===== src/rtl/micro_sequencer_if.sv =====
// Sequencer bundle: microinstruction fields, memory handshake and ALU flags in;
// control-store address, PSR, stall and error out.
interface micro_sequencer_if #(
  parameter int ADDR_WIDTH = 11,
  parameter int COND_WIDTH = 3,
  parameter int IR_WIDTH   = 32
);
  logic [COND_WIDTH-1:0] USEQ_COND_IN;
  logic [ADDR_WIDTH-1:0] USEQ_JUMP_ADDR_IN;
  logic                  USEQ_RD_IN;
  logic                  USEQ_WR_IN;
  logic                  USEQ_MEM_READY_IN;
  logic [3:0]            USEQ_ALU_FLAGS_IN;
  logic                  USEQ_FLAGS_LOAD_IN;
  logic [IR_WIDTH-1:0]   USEQ_IR_IN;
  logic [ADDR_WIDTH-1:0] USEQ_CS_ADDR_OUT;
  logic [3:0]            USEQ_PSR_OUT;
  logic                  USEQ_STALL_OUT;
  logic                  USEQ_ERR_OUT;

  modport master (
    output USEQ_COND_IN, USEQ_JUMP_ADDR_IN,
    output USEQ_RD_IN, USEQ_WR_IN,
    output USEQ_MEM_READY_IN, USEQ_ALU_FLAGS_IN,
    output USEQ_FLAGS_LOAD_IN, USEQ_IR_IN,
    input  USEQ_CS_ADDR_OUT, USEQ_PSR_OUT,
    input  USEQ_STALL_OUT, USEQ_ERR_OUT
  );

  modport slave (
    input  USEQ_COND_IN, USEQ_JUMP_ADDR_IN,
    input  USEQ_RD_IN, USEQ_WR_IN,
    input  USEQ_MEM_READY_IN, USEQ_ALU_FLAGS_IN,
    input  USEQ_FLAGS_LOAD_IN, USEQ_IR_IN,
    output USEQ_CS_ADDR_OUT, USEQ_PSR_OUT,
    output USEQ_STALL_OUT, USEQ_ERR_OUT
  );
endinterface


===== src/rtl/micro_sequencer.sv =====
// Microcode next-address stage: CSAR, PSR and memory wait states.
// Define USEQ_MEM_TIMEOUT_EN to trap to TRAP_ADDR on a stuck memory access.
module micro_sequencer #(
  parameter int ADDR_WIDTH     = 11,
  parameter int COND_WIDTH     = 3,
  parameter int IR_WIDTH       = 32,
  parameter logic [ADDR_WIDTH-1:0] RESET_ADDR = 11'h000,
  parameter logic [ADDR_WIDTH-1:0] TRAP_ADDR  = 11'h7FF,
  parameter int TIMEOUT_CYCLES = 255
) (
  input  logic USEQ_CLOCK_50,
  input  logic SC_RegGENERAL_Reset_InLow,
  micro_sequencer_if.slave bus
);

  typedef enum logic {RUN, WAIT} state_t;

  state_t                state_q, state_d;
  logic [ADDR_WIDTH-1:0] csar_q, csar_d;
  logic [ADDR_WIDTH-1:0] next_addr;
  logic [3:0]            psr_q;
  logic                  stall;
  logic                  take;

  assign stall = SC_RegGENERAL_Reset_InLow
               & (bus.USEQ_RD_IN | bus.USEQ_WR_IN)
               & ~bus.USEQ_MEM_READY_IN;

  // Branches test the registered PSR only.
  always_comb begin
    take = 1'b0;
    unique case (bus.USEQ_COND_IN)
      3'd1:    take = psr_q[3];
      3'd2:    take = psr_q[2];
      3'd3:    take = psr_q[1];
      3'd4:    take = psr_q[0];
      3'd5:    take = bus.USEQ_IR_IN[13];
      3'd6:    take = 1'b1;
      default: take = 1'b0;
    endcase
    if (bus.USEQ_COND_IN == 3'd7)
      next_addr = {1'b1, bus.USEQ_IR_IN[31:30],
                   bus.USEQ_IR_IN[24:19], 2'b00};
    else if (take)
      next_addr = bus.USEQ_JUMP_ADDR_IN;
    else
      next_addr = csar_q + 1'b1;
  end

`ifdef USEQ_MEM_TIMEOUT_EN
  localparam int CW = $clog2(TIMEOUT_CYCLES + 1);
  localparam int CNT_W = (CW > 8) ? CW : 8;

  logic [CNT_W-1:0] cnt_q, cnt_d;
  logic             err_q, err_d;

  always_comb begin
    state_d = state_q;
    csar_d  = csar_q;
    cnt_d   = '0;
    err_d   = err_q;
    unique case (state_q)
      RUN: begin
        if (stall) state_d = WAIT;
        else       csar_d  = next_addr;
      end
      WAIT: begin
        if (bus.USEQ_MEM_READY_IN) begin
          csar_d  = next_addr;
          state_d = RUN;
        end else if (cnt_q == CNT_W'(TIMEOUT_CYCLES)) begin
          csar_d  = TRAP_ADDR;
          state_d = RUN;
          err_d   = 1'b1;
        end else begin
          cnt_d = cnt_q + 1'b1;
        end
      end
      default: state_d = RUN;
    endcase
  end

  always_ff @(posedge USEQ_CLOCK_50 or negedge SC_RegGENERAL_Reset_InLow) begin
    if (!SC_RegGENERAL_Reset_InLow) begin
      cnt_q <= '0;
      err_q <= 1'b0;
    end else begin
      cnt_q <= cnt_d;
      err_q <= err_d;
    end
  end

  assign bus.USEQ_ERR_OUT = err_q;
`else
  always_comb begin
    state_d = state_q;
    csar_d  = csar_q;
    unique case (state_q)
      RUN: begin
        if (stall) state_d = WAIT;
        else       csar_d  = next_addr;
      end
      WAIT: begin
        if (bus.USEQ_MEM_READY_IN) begin
          csar_d  = next_addr;
          state_d = RUN;
        end
      end
      default: state_d = RUN;
    endcase
  end

  logic unused_cfg;
  assign unused_cfg = ^{TRAP_ADDR, TIMEOUT_CYCLES[0]};
  assign bus.USEQ_ERR_OUT = 1'b0;
`endif

  always_ff @(posedge USEQ_CLOCK_50 or negedge SC_RegGENERAL_Reset_InLow) begin
    if (!SC_RegGENERAL_Reset_InLow) begin
      state_q <= RUN;
      csar_q  <= RESET_ADDR;
      psr_q   <= 4'b0000;
    end else begin
      state_q <= state_d;
      csar_q  <= csar_d;
      if (bus.USEQ_FLAGS_LOAD_IN && !stall)
        psr_q <= bus.USEQ_ALU_FLAGS_IN;
    end
  end

  logic unused_ir;
  assign unused_ir = ^{bus.USEQ_IR_IN[29:25], bus.USEQ_IR_IN[18:14],
                       bus.USEQ_IR_IN[12:0]};

  assign bus.USEQ_CS_ADDR_OUT = csar_q;
  assign bus.USEQ_PSR_OUT     = psr_q;
  assign bus.USEQ_STALL_OUT   = stall;

endmodule


===== src/flat_wrapper.sv =====
// flat-port wrapper written by rule: the top's interface ports become plain ports
module micro_sequencer_flat 
#(
  parameter int ADDR_WIDTH     = 11,
  parameter int COND_WIDTH     = 3,
  parameter int IR_WIDTH       = 32,
  parameter logic [ADDR_WIDTH-1:0] RESET_ADDR = 11'h000,
  parameter logic [ADDR_WIDTH-1:0] TRAP_ADDR  = 11'h7FF,
  parameter int TIMEOUT_CYCLES = 255
)
  (USEQ_CLOCK_50, SC_RegGENERAL_Reset_InLow, bus_USEQ_COND_IN, bus_USEQ_JUMP_ADDR_IN, bus_USEQ_RD_IN, bus_USEQ_WR_IN, bus_USEQ_MEM_READY_IN, bus_USEQ_ALU_FLAGS_IN, bus_USEQ_FLAGS_LOAD_IN, bus_USEQ_IR_IN, bus_USEQ_CS_ADDR_OUT, bus_USEQ_PSR_OUT, bus_USEQ_STALL_OUT, bus_USEQ_ERR_OUT);
  micro_sequencer_if #(.ADDR_WIDTH(ADDR_WIDTH), .COND_WIDTH(COND_WIDTH), .IR_WIDTH(IR_WIDTH)) bus_i ();
  input  logic USEQ_CLOCK_50;
  input  logic SC_RegGENERAL_Reset_InLow;
  input wire logic [$bits(bus_i.USEQ_COND_IN)-1:0] bus_USEQ_COND_IN;
  input wire logic [$bits(bus_i.USEQ_JUMP_ADDR_IN)-1:0] bus_USEQ_JUMP_ADDR_IN;
  input wire logic [$bits(bus_i.USEQ_RD_IN)-1:0] bus_USEQ_RD_IN;
  input wire logic [$bits(bus_i.USEQ_WR_IN)-1:0] bus_USEQ_WR_IN;
  input wire logic [$bits(bus_i.USEQ_MEM_READY_IN)-1:0] bus_USEQ_MEM_READY_IN;
  input wire logic [$bits(bus_i.USEQ_ALU_FLAGS_IN)-1:0] bus_USEQ_ALU_FLAGS_IN;
  input wire logic [$bits(bus_i.USEQ_FLAGS_LOAD_IN)-1:0] bus_USEQ_FLAGS_LOAD_IN;
  input wire logic [$bits(bus_i.USEQ_IR_IN)-1:0] bus_USEQ_IR_IN;
  output wire logic [$bits(bus_i.USEQ_CS_ADDR_OUT)-1:0] bus_USEQ_CS_ADDR_OUT;
  output wire logic [$bits(bus_i.USEQ_PSR_OUT)-1:0] bus_USEQ_PSR_OUT;
  output wire logic [$bits(bus_i.USEQ_STALL_OUT)-1:0] bus_USEQ_STALL_OUT;
  output wire logic [$bits(bus_i.USEQ_ERR_OUT)-1:0] bus_USEQ_ERR_OUT;
  assign bus_i.USEQ_COND_IN = bus_USEQ_COND_IN;
  assign bus_i.USEQ_JUMP_ADDR_IN = bus_USEQ_JUMP_ADDR_IN;
  assign bus_i.USEQ_RD_IN = bus_USEQ_RD_IN;
  assign bus_i.USEQ_WR_IN = bus_USEQ_WR_IN;
  assign bus_i.USEQ_MEM_READY_IN = bus_USEQ_MEM_READY_IN;
  assign bus_i.USEQ_ALU_FLAGS_IN = bus_USEQ_ALU_FLAGS_IN;
  assign bus_i.USEQ_FLAGS_LOAD_IN = bus_USEQ_FLAGS_LOAD_IN;
  assign bus_i.USEQ_IR_IN = bus_USEQ_IR_IN;
  assign bus_USEQ_CS_ADDR_OUT = bus_i.USEQ_CS_ADDR_OUT;
  assign bus_USEQ_PSR_OUT = bus_i.USEQ_PSR_OUT;
  assign bus_USEQ_STALL_OUT = bus_i.USEQ_STALL_OUT;
  assign bus_USEQ_ERR_OUT = bus_i.USEQ_ERR_OUT;
  micro_sequencer #(.ADDR_WIDTH(ADDR_WIDTH), .COND_WIDTH(COND_WIDTH), .IR_WIDTH(IR_WIDTH), .RESET_ADDR(RESET_ADDR), .TRAP_ADDR(TRAP_ADDR), .TIMEOUT_CYCLES(TIMEOUT_CYCLES)) u_core (.USEQ_CLOCK_50(USEQ_CLOCK_50), .SC_RegGENERAL_Reset_InLow(SC_RegGENERAL_Reset_InLow), .bus(bus_i));
endmodule

===== config.mk =====
export PLATFORM = sky130hd
export DESIGN_NAME = micro_sequencer_flat
export DESIGN_NICKNAME = d
export VERILOG_FILES = /design/src/rtl/micro_sequencer_if.sv /design/src/rtl/micro_sequencer.sv /design/src/flat_wrapper.sv
export SDC_FILE = /design/constraint.sdc
export NUM_CORES = 1
export LEC_CHECK = 0
export BUFFER_PORTS_ARGS = -buffer_cell sky130_fd_sc_hd__buf_2
export CAP_MARGIN = 20
export CORE_MARGIN = 2
export CORE_UTILIZATION = 30
export DETAILED_ROUTE_END_ITERATION = 8
export RECOVER_POWER = 50
export SLEW_MARGIN = 40
export SYNTH_ARGS = -nofsm -noshare
export SYNTH_HDL_FRONTEND = slang
export SYNTH_SLANG_ARGS = --single-unit

===== constraint.sdc =====
create_clock -name USEQ_CLOCK_50 -period 1.4 [get_ports USEQ_CLOCK_50]
set_input_delay 0.21 -clock USEQ_CLOCK_50 [delete_from_list [all_inputs] [get_ports USEQ_CLOCK_50]]
set_output_delay 0.21 -clock USEQ_CLOCK_50 [all_outputs]
set_load 0.05 [all_outputs]

==> results.md <==
- Final hold violation count: 0
- Layout cell share with drive strength beyond 1: 60.5%
- Number of global-route vias before repair: roughly 1.1k
- CP bufs+invs: 1
- Total Wirelength: approximately 3100 um
- Req. time, crit path: ~1.5 ns
- Worst R2R Start: u_core.bus.USEQ_PSR_OUT[1]
- PD cells: about 1300 nW/um2
- Die width: 62.9 um
- GP Congestion: between 0.8 and 0.9
- Netlist cell types: 36
- Clock-pin slew on the worst setup and hold paths: approximately 0.090 ns
- Crit path capture type: flip-flop
- Die H: 62.9 um
- Crit-path slowest cell: dfrtp_2
- Latest clock arrival within the worst-skew pair: about 0.28 ns
- Leak: a little under 0.8 nW
- Most common cell after layout, fill and taps aside: buf_2
- Min Hold Slack: 0.153 ns
- CTS sink count: 16
- Failing checks: negative setup slack
- Hold_sp: bus_USEQ_ALU_FLAGS_IN[3]
- Seq/Total Area, Yosys: approximately two fifths
- Area Overhead vs Synth: 61.2%
- HPWL after detailed placement: between 2000 and 2500 um
- Largest net degree at the start of global routing: 17
- Synth Warn #: 0
- Setup_tns: -0.554 ns
- GRT Overall Usage: 16.2%
- Crit Reg-Reg Endpoint: u_core.bus.USEQ_CS_ADDR_OUT[6]
- DRC Markers: 0
- RSZ-0062 raised after global routing: true
- Layout Nets: roughly 250
- Area of the die: 3960 um2
- Crit. Startpoint: u_core.bus.USEQ_PSR_OUT[1]
- Seq cells post-synth: 16
- Minimum clock period: between 1.5 and 2 ns
- Worst hold stages: 2
- VDD IR max: 570 uV
- Status: finished with violations
- Crit-path max FO: 5
- Crit start category: flip-flop
- WP data arrival: between 1.5 and 2 ns
- Rows: 21
- Inserted Diodes: 0
- Wire per inst: 12.9 um
- Initial Util: between 30% and 40%
- Skew final: 0.00240 ns
- Fin. max-slew vios: 0
- Worst stage delay on the critical path: approximately 0.42 ns
- Avg Inst Size Synth: around 9.5 um2
- CTS Buffer Depth: 2
- Overflow after GRT: 0
- Via count: around 1.1k
- Final Worst Setup Slack: -0.107 ns
- Tcrit/Tclk final: 108%
- CTS tree: done
- IO Count: 73
- H-tree depth: 1
- Setup violators final: 9
- Finished Cell Area: 1680 um2
- Crit-path leading delay family: flip-flops
- Initial DRT Pass Iterations: 4
- Fmax achieved: 664 MHz
- Num CTS Buffers: 3
- Crit path kind: reg2reg
- R2R depth: 6
- Placed cell area: roughly 1500 um2
- IO Port Bufs: 48
- Fill cell count: between 300 and 400
- Mapped Area: approximately 1000 um2
- Total design power: 2.19 mW
- First-pass GRT wire length: slightly above 5000 um
- Worst Hold Class: in2reg
- Mapped Cells: 110
- Number of max-cap violations: 0
- Commonest non-fill, non-tap cells in the layout: buf_2, buf_4, nand2_1
- Place WS: -0.164 ns
- CORE AREA: around 3300 um2
- Worst hold endpoint: u_core.bus.USEQ_PSR_OUT[3]
- Post-Synthesis Net Count: around 170
- Initial drt markers: 69
- Root Buffer: clkbuf_4
- Vias/cell: 4.75
- Initial antenna violation count: 0
- Post-route ant nets: 0
- R2r setup slk: -0.11 ns
- Worst path cell trace: mux2i_2, nand3b_1, nand2_2, buf_6, mux2i_1, o221ai_1
## cell families after synthesis
family,share of synthesized area (%)
and+or+nand+nor,19.4
AOI/OAI and AO/OA,17.3
DFF,38.5
muxes,14.1
xor gates and xnor gates,5.89
buffers and inverters,3.36
adders and majority gates,1.20
other,0.360
## state kept, by name, summed over array words and instances, names as in the netlist
register                     cells
u_core.bus.USEQ_CS_ADDR_OUT     11
u_core.state_q                   1
u_core.bus.USEQ_PSR_OUT          4
## where the power goes
part / leakage, nW / switching (mW) / internal, mW
Sequential: 0.177 / 0.129 / 0.581
Combinational: 0.585 / 0.727 / 0.504
Clock: 0.0150 / 0.137 / 0.111
Total: 0.777 / 0.993 / 1.20
## per-layer routing
layer / global-route usage (%) / vias to the layer above / part of all wire (%)
met3: 4.14 / 2 / 6.3
met1: 20.1 / 512 / 43
met4: 3.33 / 0 / 0.69
met5: 0 / - / 0
met2: 28.1 / 44 / 50
li1: - / 562 / -
## Yosys cell counts (all sizes together)
| library cell | count | area share (%) |
|---|---|---|
| dfrtp | 16 | 38 |
| mux2i | 9 | 8.7 |
| o31ai | 1 | 1.2 |
| a21oi | 5 | 2.8 |
| conb | 1 | 0.36 |
| o21a | 1 | 0.72 |
| mux2 | 5 | 5.4 |
| nand3 | 3 | 1.9 |
| nor3 | 1 | 0.48 |
| and3 | 1 | 0.60 |
| nand2b | 1 | 0.60 |
| o22a | 1 | 0.84 |
| or2 | 1 | 0.60 |
| o221ai | 8 | 7.3 |
| xnor2 | 4 | 3.4 |
| xor2 | 3 | 2.5 |
| inv | 1 | 0.36 |
| o21ai | 4 | 2.3 |
| nand3b | 2 | 1.4 |
| a31oi | 2 | 1.2 |
| ha | 1 | 1.2 |
| buf | 3 | 1.9 |
| clkbuf | 3 | 1.1 |
| nor2 | 5 | 1.8 |
| or4 | 1 | 0.72 |
| and4 | 1 | 0.84 |
| a221o | 1 | 0.96 |
| nand4 | 3 | 2.4 |
| nand2 | 22 | 7.9 |
## per-stage QoR
| stage | utilization, % | cells |
|---|---|---|
| finish | 50.3 | 236 |
| floorplan | - | 110 |
| global placement | 46.2 | 224 |
| global route | 50.3 | 236 |
| detailed placement | 46.2 | 224 |
| CTS | 48.0 | 230 |
## final cells by class
cell class,instances,area [um2],share of cell area [%]
clock buffers,4,26.3,1.57
inverters,1,3.75,0.224
multi-input cells,87,668,39.8
flip-flops and latches,16,417,24.8
well taps,46,57.6,3.43
repair buffers,82,505,30.1
## what timing repair did
action	4_1_cts	5_1_grt
buffers inserted	1	6
hold buffers	1	0
gates resized for setup	3	8
endpoints found under the hold margin	16	0
pin swaps	5	8
endpoints found under the setup margin	10	10
## worst max-delay path by stage
stage	slack [ns]	cells after the start	end
2_1_floorplan	-0.24	5	u_core.bus.USEQ_CS_ADDR_OUT[10]
3_3_place_gp	-0.13	6	u_core.bus.USEQ_CS_ADDR_OUT[7]
3_5_place_dp	-0.16	6	u_core.bus.USEQ_CS_ADDR_OUT[6]
4_1_cts	-0.09	5	u_core.bus.USEQ_CS_ADDR_OUT[10]
5_1_grt	-0.21	6	u_core.bus.USEQ_CS_ADDR_OUT[8]
6_report	-0.11	6	u_core.bus.USEQ_CS_ADDR_OUT[6]
(Power assumes the default switching activity.)
